===== src/rtl/uart_ram_loader.sv =====
// Frame-based UART bootloader: collects header/length/data/checksum bytes, writes 32-bit words
// into RAM port A and answers with a single ACK/NAK byte once the frame ends.
module uart_ram_loader #(
  parameter int unsigned XLEN           = 32,
  parameter int unsigned ADDR_LEN       = 14,
  parameter int unsigned BASE_ADDR      = 0,
  parameter int unsigned TIMEOUT_CYCLES = 5000000
) (
  input  logic                  clk,
  input  logic                  rstb,
  input  logic                  sw_uart_upgrade_b,
  input  logic                  uart_rx_valid,
  input  logic [7:0]            uart_rx_data,
  output logic                  uart_tx_valid,
  output logic [7:0]            uart_tx_data,
  input  logic                  uart_tx_busy,
  output logic                  during_sw_upgrade,
  output logic                  ram_wr_en,
  output logic [ADDR_LEN-1:0]   ram_addr,
  output logic [XLEN-1:0]       ram_wr_data,
  output logic [XLEN/8-1:0]     ram_we
);

  localparam int unsigned NumBytes = XLEN / 8;
  localparam int unsigned BcW      = (NumBytes > 1) ? $clog2(NumBytes) : 1;
  localparam int unsigned TmoW     = $clog2(TIMEOUT_CYCLES + 1);

  localparam logic [7:0]          Header   = 8'hA5;
  localparam logic [7:0]          Ack      = 8'h06;
  localparam logic [7:0]          Nak      = 8'h15;
  localparam logic [TmoW-1:0]     TmoLast  = TmoW'(TIMEOUT_CYCLES - 1);
  localparam logic [BcW-1:0]      LastByte = BcW'(NumBytes - 1);
  localparam logic [ADDR_LEN-1:0] BaseAddr = ADDR_LEN'(BASE_ADDR);

  typedef enum logic [2:0] {StIdle, StLen0, StLen1, StData, StCsum, StResp} state_e;

  state_e state_q, state_d;

  logic                en_meta_q, en_sync_q;
  logic [15:0]         len_q, len_d;
  logic [15:0]         word_idx_q, word_idx_d;
  logic [BcW-1:0]      byte_cnt_q, byte_cnt_d;
  logic [XLEN-1:0]     word_q, word_d;
  logic [7:0]          csum_q, csum_d;
  logic [7:0]          resp_q, resp_d;
  logic [TmoW-1:0]     tmo_cnt_q, tmo_cnt_d;
  logic                during_q, during_d;
  logic                wr_en_q, wr_en_d;
  logic [ADDR_LEN-1:0] addr_q, addr_d;
  logic [XLEN-1:0]     wdata_q, wdata_d;
  logic [XLEN/8-1:0]   we_q, we_d;
  logic                in_frame;
  logic                abort;
  logic                tx_valid;
  logic [7:0]          tx_data;

  // Synchroniser resets to "disabled" so no frame is accepted until the input has settled.
  always_ff @(posedge clk or negedge rstb) begin
    if (!rstb) begin
      en_meta_q <= 1'b1;
      en_sync_q <= 1'b1;
    end else begin
      en_meta_q <= sw_uart_upgrade_b;
      en_sync_q <= en_meta_q;
    end
  end

  always_ff @(posedge clk or negedge rstb) begin
    if (!rstb) begin
      state_q <= StIdle;
    end else begin
      state_q <= state_d;
    end
  end

  always_ff @(posedge clk or negedge rstb) begin
    if (!rstb) begin
      len_q      <= '0;
      word_idx_q <= '0;
      byte_cnt_q <= '0;
      word_q     <= '0;
      csum_q     <= '0;
      resp_q     <= '0;
      tmo_cnt_q  <= '0;
      during_q   <= 1'b0;
      wr_en_q    <= 1'b0;
      addr_q     <= '0;
      wdata_q    <= '0;
      we_q       <= '0;
    end else begin
      len_q      <= len_d;
      word_idx_q <= word_idx_d;
      byte_cnt_q <= byte_cnt_d;
      word_q     <= word_d;
      csum_q     <= csum_d;
      resp_q     <= resp_d;
      tmo_cnt_q  <= tmo_cnt_d;
      during_q   <= during_d;
      wr_en_q    <= wr_en_d;
      addr_q     <= addr_d;
      wdata_q    <= wdata_d;
      we_q       <= we_d;
    end
  end

  assign in_frame = (state_q == StLen0) || (state_q == StLen1) ||
                    (state_q == StData) || (state_q == StCsum);

  always_comb begin
    state_d    = state_q;
    len_d      = len_q;
    word_idx_d = word_idx_q;
    byte_cnt_d = byte_cnt_q;
    word_d     = word_q;
    csum_d     = csum_q;
    resp_d     = resp_q;
    tmo_cnt_d  = tmo_cnt_q;
    during_d   = during_q;
    wr_en_d    = 1'b0;
    we_d       = '0;
    addr_d     = addr_q;
    wdata_d    = wdata_q;
    tx_valid   = 1'b0;
    tx_data    = '0;
    abort      = 1'b0;

    if (in_frame) begin
      tmo_cnt_d = uart_rx_valid ? '0 : tmo_cnt_q + 1'b1;
      // A withdrawn enable is handled exactly like an inter-byte timeout.
      abort     = en_sync_q || (!uart_rx_valid && (tmo_cnt_q == TmoLast));
    end

    if (abort) begin
      resp_d    = Nak;
      tmo_cnt_d = '0;
      state_d   = StResp;
    end else begin
      unique case (state_q)
        StIdle: begin
          if (uart_rx_valid && !en_sync_q && (uart_rx_data == Header)) begin
            state_d    = StLen0;
            during_d   = 1'b1;
            csum_d     = '0;
            word_idx_d = '0;
            byte_cnt_d = '0;
            tmo_cnt_d  = '0;
          end
        end
        StLen0: begin
          if (uart_rx_valid) begin
            len_d[7:0] = uart_rx_data;
            state_d    = StLen1;
          end
        end
        StLen1: begin
          if (uart_rx_valid) begin
            len_d[15:8] = uart_rx_data;
            state_d     = ({uart_rx_data, len_q[7:0]} == 16'd0) ? StCsum : StData;
          end
        end
        StData: begin
          if (uart_rx_valid) begin
            word_d[8*byte_cnt_q +: 8] = uart_rx_data;
            csum_d     = csum_q + uart_rx_data;
            byte_cnt_d = byte_cnt_q + 1'b1;
            if (byte_cnt_q == LastByte) begin
              byte_cnt_d = '0;
              wr_en_d    = 1'b1;
              we_d       = '1;
              addr_d     = BaseAddr + ADDR_LEN'(word_idx_q);
              wdata_d    = word_d;
              word_idx_d = word_idx_q + 16'd1;
              if (word_idx_q == len_q - 16'd1) begin
                state_d = StCsum;
              end
            end
          end
        end
        StCsum: begin
          if (uart_rx_valid) begin
            resp_d  = (uart_rx_data == csum_q) ? Ack : Nak;
            state_d = StResp;
          end
        end
        StResp: begin
          if (!uart_tx_busy) begin
            tx_valid = 1'b1;
            tx_data  = resp_q;
            during_d = 1'b0;
            state_d  = StIdle;
          end
        end
        default: state_d = StIdle;
      endcase
    end
  end

  assign uart_tx_valid     = tx_valid;
  assign uart_tx_data      = tx_data;
  assign during_sw_upgrade = during_q;
  assign ram_wr_en         = wr_en_q;
  assign ram_addr          = addr_q;
  assign ram_wr_data       = wdata_q;
  assign ram_we            = we_q;

endmodule


===== config.mk =====
export PLATFORM = sky130hd
export DESIGN_NAME = uart_ram_loader
export DESIGN_NICKNAME = d
export VERILOG_FILES = /design/src/rtl/uart_ram_loader.sv
export SDC_FILE = /design/constraint.sdc
export NUM_CORES = 1
export LEC_CHECK = 0
export BUFFER_PORTS_ARGS = -buffer_cell sky130_fd_sc_hd__buf_2
export CAP_MARGIN = 20
export CORE_MARGIN = 2
export CORE_UTILIZATION = 55
export DETAILED_ROUTE_END_ITERATION = 12
export GPL_TIMING_DRIVEN = 1
export PLACE_DENSITY = 0.74
export SLEW_MARGIN = 20
export SYNTH_ARGS = -nofsm -noshare
export SYNTH_HDL_FRONTEND = slang
export SYNTH_SLANG_ARGS = --single-unit
export TNS_END_PERCENT = 10

===== constraint.sdc =====
create_clock -name clk -period 3.3 [get_ports clk]
set_input_delay 0.33 -clock clk [delete_from_list [all_inputs] [get_ports clk]]
set_output_delay 0.33 -clock clk [all_outputs]
set_load 0.01 [all_outputs]

Word level (Yosys, flattened, before mapping). Index checks and enable logic that the tools add are counted.

Bits in registers: 162. Output and inout bits: 61. Logic and storage cells: 121.

Add/subtract/negate cells: 6. Eq/ne operators: 22. Shift-type cells: 2. Multiplexer cells: 50. Bitwise gates (word level): 1. Reduce and logical (&&, ||, !) cells: 24.

Operator list (number): 2-to-1 mux 23 bit (5); 2-to-1 mux 8 bit (8); 2-to-1 mux 16 bit (3); negator 5 -> 34 bit (1); variable shift 8 x 34 -> 32 bit, first input constant (1); indexed part select 8 x 34 -> 32 bit (1); bitwise mux 32 bit (1); one-hot mux 16 bit (2 select lines) (1); 2-to-1 mux 3 bit (10); adder 23 x 1 -> 23 bit, second input constant (1); == test 23 bit, second input constant (1); != test 3 bit, second input constant (6); one-hot mux 3 bit (6 select lines) (1); adder 16 x 1 -> 16 bit, second input constant (1); == test 16 bit (1); logical NOT 16 bit (1); 2-to-1 mux 4 bit (4); one-hot mux 8 bit (2 select lines) (1); subtractor 16 x 1 -> 16 bit, second input constant (1); AND reduction 4 bit (3); 2-to-1 mux 1 bit (10); AND reduction 3 bit (3); adder 8 bit (1); == test 8 bit (1); 22 further kinds (38).

Depth between registers and ports, before layout.
Depth in word-level cells: 8. Depth in mapped cells: 10.

Worst setup path after synthesis. Ideal clock, no wire load.

Path kind: register to register. Start: register len_q[0]. End: register state_q[1]. Setup time: 0.126 ns. Arrival: 2.344 ns. Required time: 3.174 ns. Slack: 0.830 ns. Cell stages (with the launch flop): 11. Buffers on the path: 1. Period minus slack after synthesis: 2.470 ns. Cells stage by stage: dfrtp_1 > inv_1 > ha_1 > clkbuf_1 > nor3b_1 > o211ai_1 > a211oi_1 > nand3_1 > or4_1 > nor4_1 > nor2_1.

Cells in the longest elaborated chain, start to end: 5. Elaborated cells on any way between the ends: 9. Classes of those cells: add/sub: 1; eq/ne: 2; mux: 4; reduce/logical: 2.

Ends and longest elaborated chain: start, declared (RTL line 40) `logic [15:0] len_q, len_d;`; start signal, assigned (RTL line 91) `len_q <= len_d;`; branches (longest 5 deep; another with subtractor 16 x 1 -> 16 bit); end signal, assigned (RTL line 70) `state_q <= StIdle;`; end signal, assigned (RTL line 72) `state_q <= state_d;`; end, declared (RTL line 37) `state_e state_q, state_d;`.

Several ways; the timed one is not identified. The select of a mux whose other input is x is not followed. A chain may end at the register's enable or synchronous reset.

Worst setup path in the final report. Ends and elaborated chain as after synthesis.

==> impl_results.rst <==
.. list-table::
   :header-rows: 1

   * - Metric
     - Value
   * - Result of the run
     - finished clean
   * - Final worst-path cycle share
     - 82.6%
   * - Dominant combinational cell family by area after synthesis
     - simple AND/OR/NAND/NOR gates
   * - Hold Vio Cnt, Final
     - 0
   * - CTS clk-pin slew, worst paths
     - 0.06 ns
   * - Worst Hold Class
     - input pin to flip-flop
   * - WS Path Type
     - flip-flop to flip-flop
   * - Detailed Routing Iterations Pass 1
     - 5
   * - Critical path's slowest cell
     - sky130_fd_sc_hd__or4_1
   * - Top sig layer
     - met4
   * - Post-cts sizing count
     - 0
   * - Clock Root Buffer
     - sky130_fd_sc_hd__clkbuf_16
   * - Ant. Diodes
     - 0
   * - Synthesized area divided by synthesized cell count
     - 9.28 um2
   * - Power density of the placed cells
     - 763 nW/um2
   * - Leak pwr
     - 4.30 nW
   * - CP endpoint kind
     - flip-flop
   * - Effective utilization at floorplan
     - 56.5%
   * - Initial antenna violation count
     - 0
   * - Cell count of the worst hold path
     - 3
   * - Final-report setup violation count
     - 0
   * - Met2 wire len
     - 9230 um
   * - Max Freq
     - 0.367 GHz
   * - Worst min-delay path endpoint
     - state_q[2]
   * - Cells along the critical path
     - inv_1, ha_1, nor3b_1, o211ai_1, a211oi_1, nand3_1, or4_1, nor4_1, nor2_1
   * - Met3 layer wire length in the routed design
     - 985 um
   * - CTS tree
     - built
   * - Reg2Reg Capture Point
     - state_q[1]
   * - Routed met1 length
     - 8490 um
   * - Area share of the largest cell type after synthesis
     - 48.0%
   * - Maximum number of pins on one net before global-route repair
     - 82
   * - Overflow left after global routing
     - 0
   * - Max Buffers Root-to-Sink
     - 2
   * - Crit path launch
     - len_q[0]
   * - Iteration-0 DRC count of the detailed router
     - 435
   * - Largest fanout on the critical path
     - 8
   * - Largest delay share family, worst path
     - simple AND/OR/NAND/NOR gates
   * - Count of state elements after synthesis
     - 153
   * - Clock sink total
     - 153
   * - Mux cell area share after synthesis
     - 1.54%
   * - Post-synth top flop
     - sky130_fd_sc_hd__dfrtp_1
   * - Final routed wirelength across all metal layers
     - 19200 um
   * - Via count
     - 6495
   * - Area growth syn-to-layout
     - 13.5%
   * - IO buf count
     - 69
   * - Sequential element share of the synthesized area
     - 48.7%
   * - H-tree level count
     - 4
   * - Hold slack
     - 0.201 ns
   * - Beginning of the worst hold path
     - uart_tx_busy
   * - Total global-route track usage
     - 26.8%
   * - Number of CTS-inserted buffers
     - 17
   * - Distinct cells, synth
     - 63
   * - Worst reg-to-reg setup slack
     - 0.57 ns
   * - Die Span Y
     - 124 um
   * - Stage delay of the slowest cell on the critical path
     - 0.52 ns
   * - Die area
     - 15300 um2
   * - Post-route DRC
     - 0
   * - Skew-Pair Late Insertion Delay
     - 0.43 ns
   * - Leading post-synthesis cells by cell area
     - sky130_fd_sc_hd__dfrtp_1 (48%), sky130_fd_sc_hd__nand2_1 (5.6%), sky130_fd_sc_hd__a21oi_1 (5.3%)
   * - Area leader, netlist
     - sky130_fd_sc_hd__dfrtp_1
   * - Vias in the first global route
     - 6247
   * - Setup Fix Bufs, Post-CTS
     - 0
   * - Number of synthesized flops with an enable pin
     - 0
   * - Antenna violation net count after detailed routing
     - 0
   * - Total standard cell area after synthesis
     - 7870 um2
   * - Async set-or-reset flop fraction in the synthesized netlist
     - 100%
   * - Tightest Pin Transition
     - 0.839 ns
   * - First-pass GRT wire length
     - 31600 um
   * - Half-perimeter wire length of the detailed placement result
     - 12700 um
   * - Overall power
     - 0.00682 W
   * - Final layout net count
     - 937
   * - Most frequently used cell type in the post-synthesis netlist
     - sky130_fd_sc_hd__dfrtp_1
   * - Fin Setup TNS
     - 0 ns
   * - Launch instance of the worst register-to-register path
     - len_q[0]
   * - Bufs and invs on worst path
     - 1
   * - Number of slew-limit violations in the final report
     - 0
   * - Vias/cell
     - 5.91
   * - Unrepaired setup endpoints after global routing
     - false
   * - Area of the core region
     - 13900 um2
   * - Most used standard cells in the synthesized netlist
     - sky130_fd_sc_hd__dfrtp_1 (151), sky130_fd_sc_hd__nand2_1 (118), sky130_fd_sc_hd__nor2_1 (86), sky130_fd_sc_hd__a21oi_1 (83)
   * - Routability congestion estimate
     - 0.908
   * - Startpoint Class
     - flip-flop
   * - Post-synthesis share of cell area spent on xor and xnor gates
     - 5.34%
   * - Site row count
     - 43
   * - Share of the synthesized area in compound gates (AO/OA/AOI/OAI)
     - 16.1%
   * - Post-Synth Simple-Gate Area
     - 21.5%
   * - Remaining max-slew budget at the tightest pin
     - 43.3%
   * - Adder-Cell Fraction of Synth Area
     - 2.96%
   * - Routed wirelength normalized by instance count
     - 17.4 um
   * - Clock Skew
     - 0.0148 ns
   * - Top-Level Pins
     - 74
   * - Length in cells of the worst reg-to-reg path
     - 9
   * - Min cycle time layout
     - 2.73 ns
   * - Synthesized netlist cell count
     - 848
   * - Horiz. Die Dim
     - 124 um
   * - CP arrival
     - 3.03 ns
   * - Peak supply drop
     - 459 uV
   * - Max capacitance violation total
     - 0
   * - Post-CTS Hold Fix Bufs
     - 2
   * - Worst Path Required
     - 3.60 ns
   * - Proportion of layout cells with a drive suffix above 1
     - 15.1%
   * - Warnings, synthesis
     - 0
placed cells by master (no fill, tap or decap), types with 17 or more instances in the layout:
master	synthesis	layout
sky130_fd_sc_hd__buf_4	9	18
sky130_fd_sc_hd__o21ai_0	40	40
sky130_fd_sc_hd__nor2_1	86	86
sky130_fd_sc_hd__a22o_1	35	35
sky130_fd_sc_hd__ha_1	17	17
sky130_fd_sc_hd__xnor2_1	19	19
sky130_fd_sc_hd__nand2_1	118	118
sky130_fd_sc_hd__buf_2	2	68
sky130_fd_sc_hd__nand3_1	19	19
sky130_fd_sc_hd__dfrtp_1	151	151
sky130_fd_sc_hd__nor2b_1	35	35
sky130_fd_sc_hd__xor2_1	29	29
sky130_fd_sc_hd__clkbuf_16	0	17
sky130_fd_sc_hd__a21oi_1	83	83
layout make-up:
type / instances / area (um2)
Tap cell: 180 / 225
Timing Repair Buffer: 90 / 527
Sequential cell: 153 / 3830
Fill cell: 1150 / 5000
Multi-Input combinational cell: 632 / 3750
Inverter: 12 / 45.0
Clock buffer: 21 / 460
Clock inverter: 11 / 96.3
sequential cells by signal (all words and copies together), names as in the netlist:
name               count
byte_cnt_q             2
csum_q                 8
during_sw_upgrade      1
en_meta_q              1
en_sync_q              1
len_q                 16
ram_addr              14
ram_we                 1
ram_wr_data           32
resp_q                 3
state_q                3
tmo_cnt_q             23
word_idx_q            16
word_q                32
through the flow:
| stage | instances | instance area (um2) | setup slack, ns | utilization [%] |
|---|---|---|---|---|
| 4_1_cts | 1099 | 8940 | 0.557 | 64.1 |
| 2_1_floorplan | 851 | 7880 | 0.830 | - |
| 5_1_grt | 1099 | 8940 | 0.322 | 64.1 |
| 3_3_place_gp | 1065 | 8360 | 0.558 | 60.0 |
| 3_5_place_dp | 1065 | 8360 | 0.517 | 60.0 |
| 6_report | 1099 | 8940 | 0.573 | 64.1 |
worst max-delay path by stage:
stage / end / slack, ns / depth (start not counted)
final: state_q[1] / 0.57 / 9
after global routing: uart_tx_data[0] / 0.32 / 4
after CTS: uart_tx_data[0] / 0.56 / 4
after global placement: byte_cnt_q[0] / 0.56 / 7
after detailed placement: byte_cnt_q[0] / 0.52 / 7
after floorplan: state_q[1] / 0.83 / 10
cell families after synthesis:
group                    Yosys count
AND/OR/NAND/NOR                  347
AO/OA/AOI/OAI                    204
flip-flops                       153
buffers and inverters             66
XOR/XNOR                          48
adder cells (fa/ha/maj)           18
multiplexers                      11
other                              1
metal layers:
metal,up-vias,track usage (%)
li1,3067,-
met1,3186,36.0
met2,208,42.7
met3,34,6.04
met4,0,10.4
met5,-,0
worst reg2reg max path, cell delays in order, from the launching register on:
cell and delay [ns]:
sky130_fd_sc_hd__dfrtp_1 0.41, sky130_fd_sc_hd__inv_1 0.11, sky130_fd_sc_hd__ha_1 0.32, sky130_fd_sc_hd__nor3b_1 0.28, sky130_fd_sc_hd__o211ai_1 0.11, sky130_fd_sc_hd__a211oi_1 0.38
sky130_fd_sc_hd__nand3_1 0.13, sky130_fd_sc_hd__or4_1 0.52, sky130_fd_sc_hd__nor4_1 0.27, sky130_fd_sc_hd__nor2_1 0.08
power by group:
part / switching [W] / internal (W)
clock network: 0.000778 / 0.00107
logic: 0.00131 / 0.000940
registers: 0.000419 / 0.00230
Power figures use the tool's default switching activity.
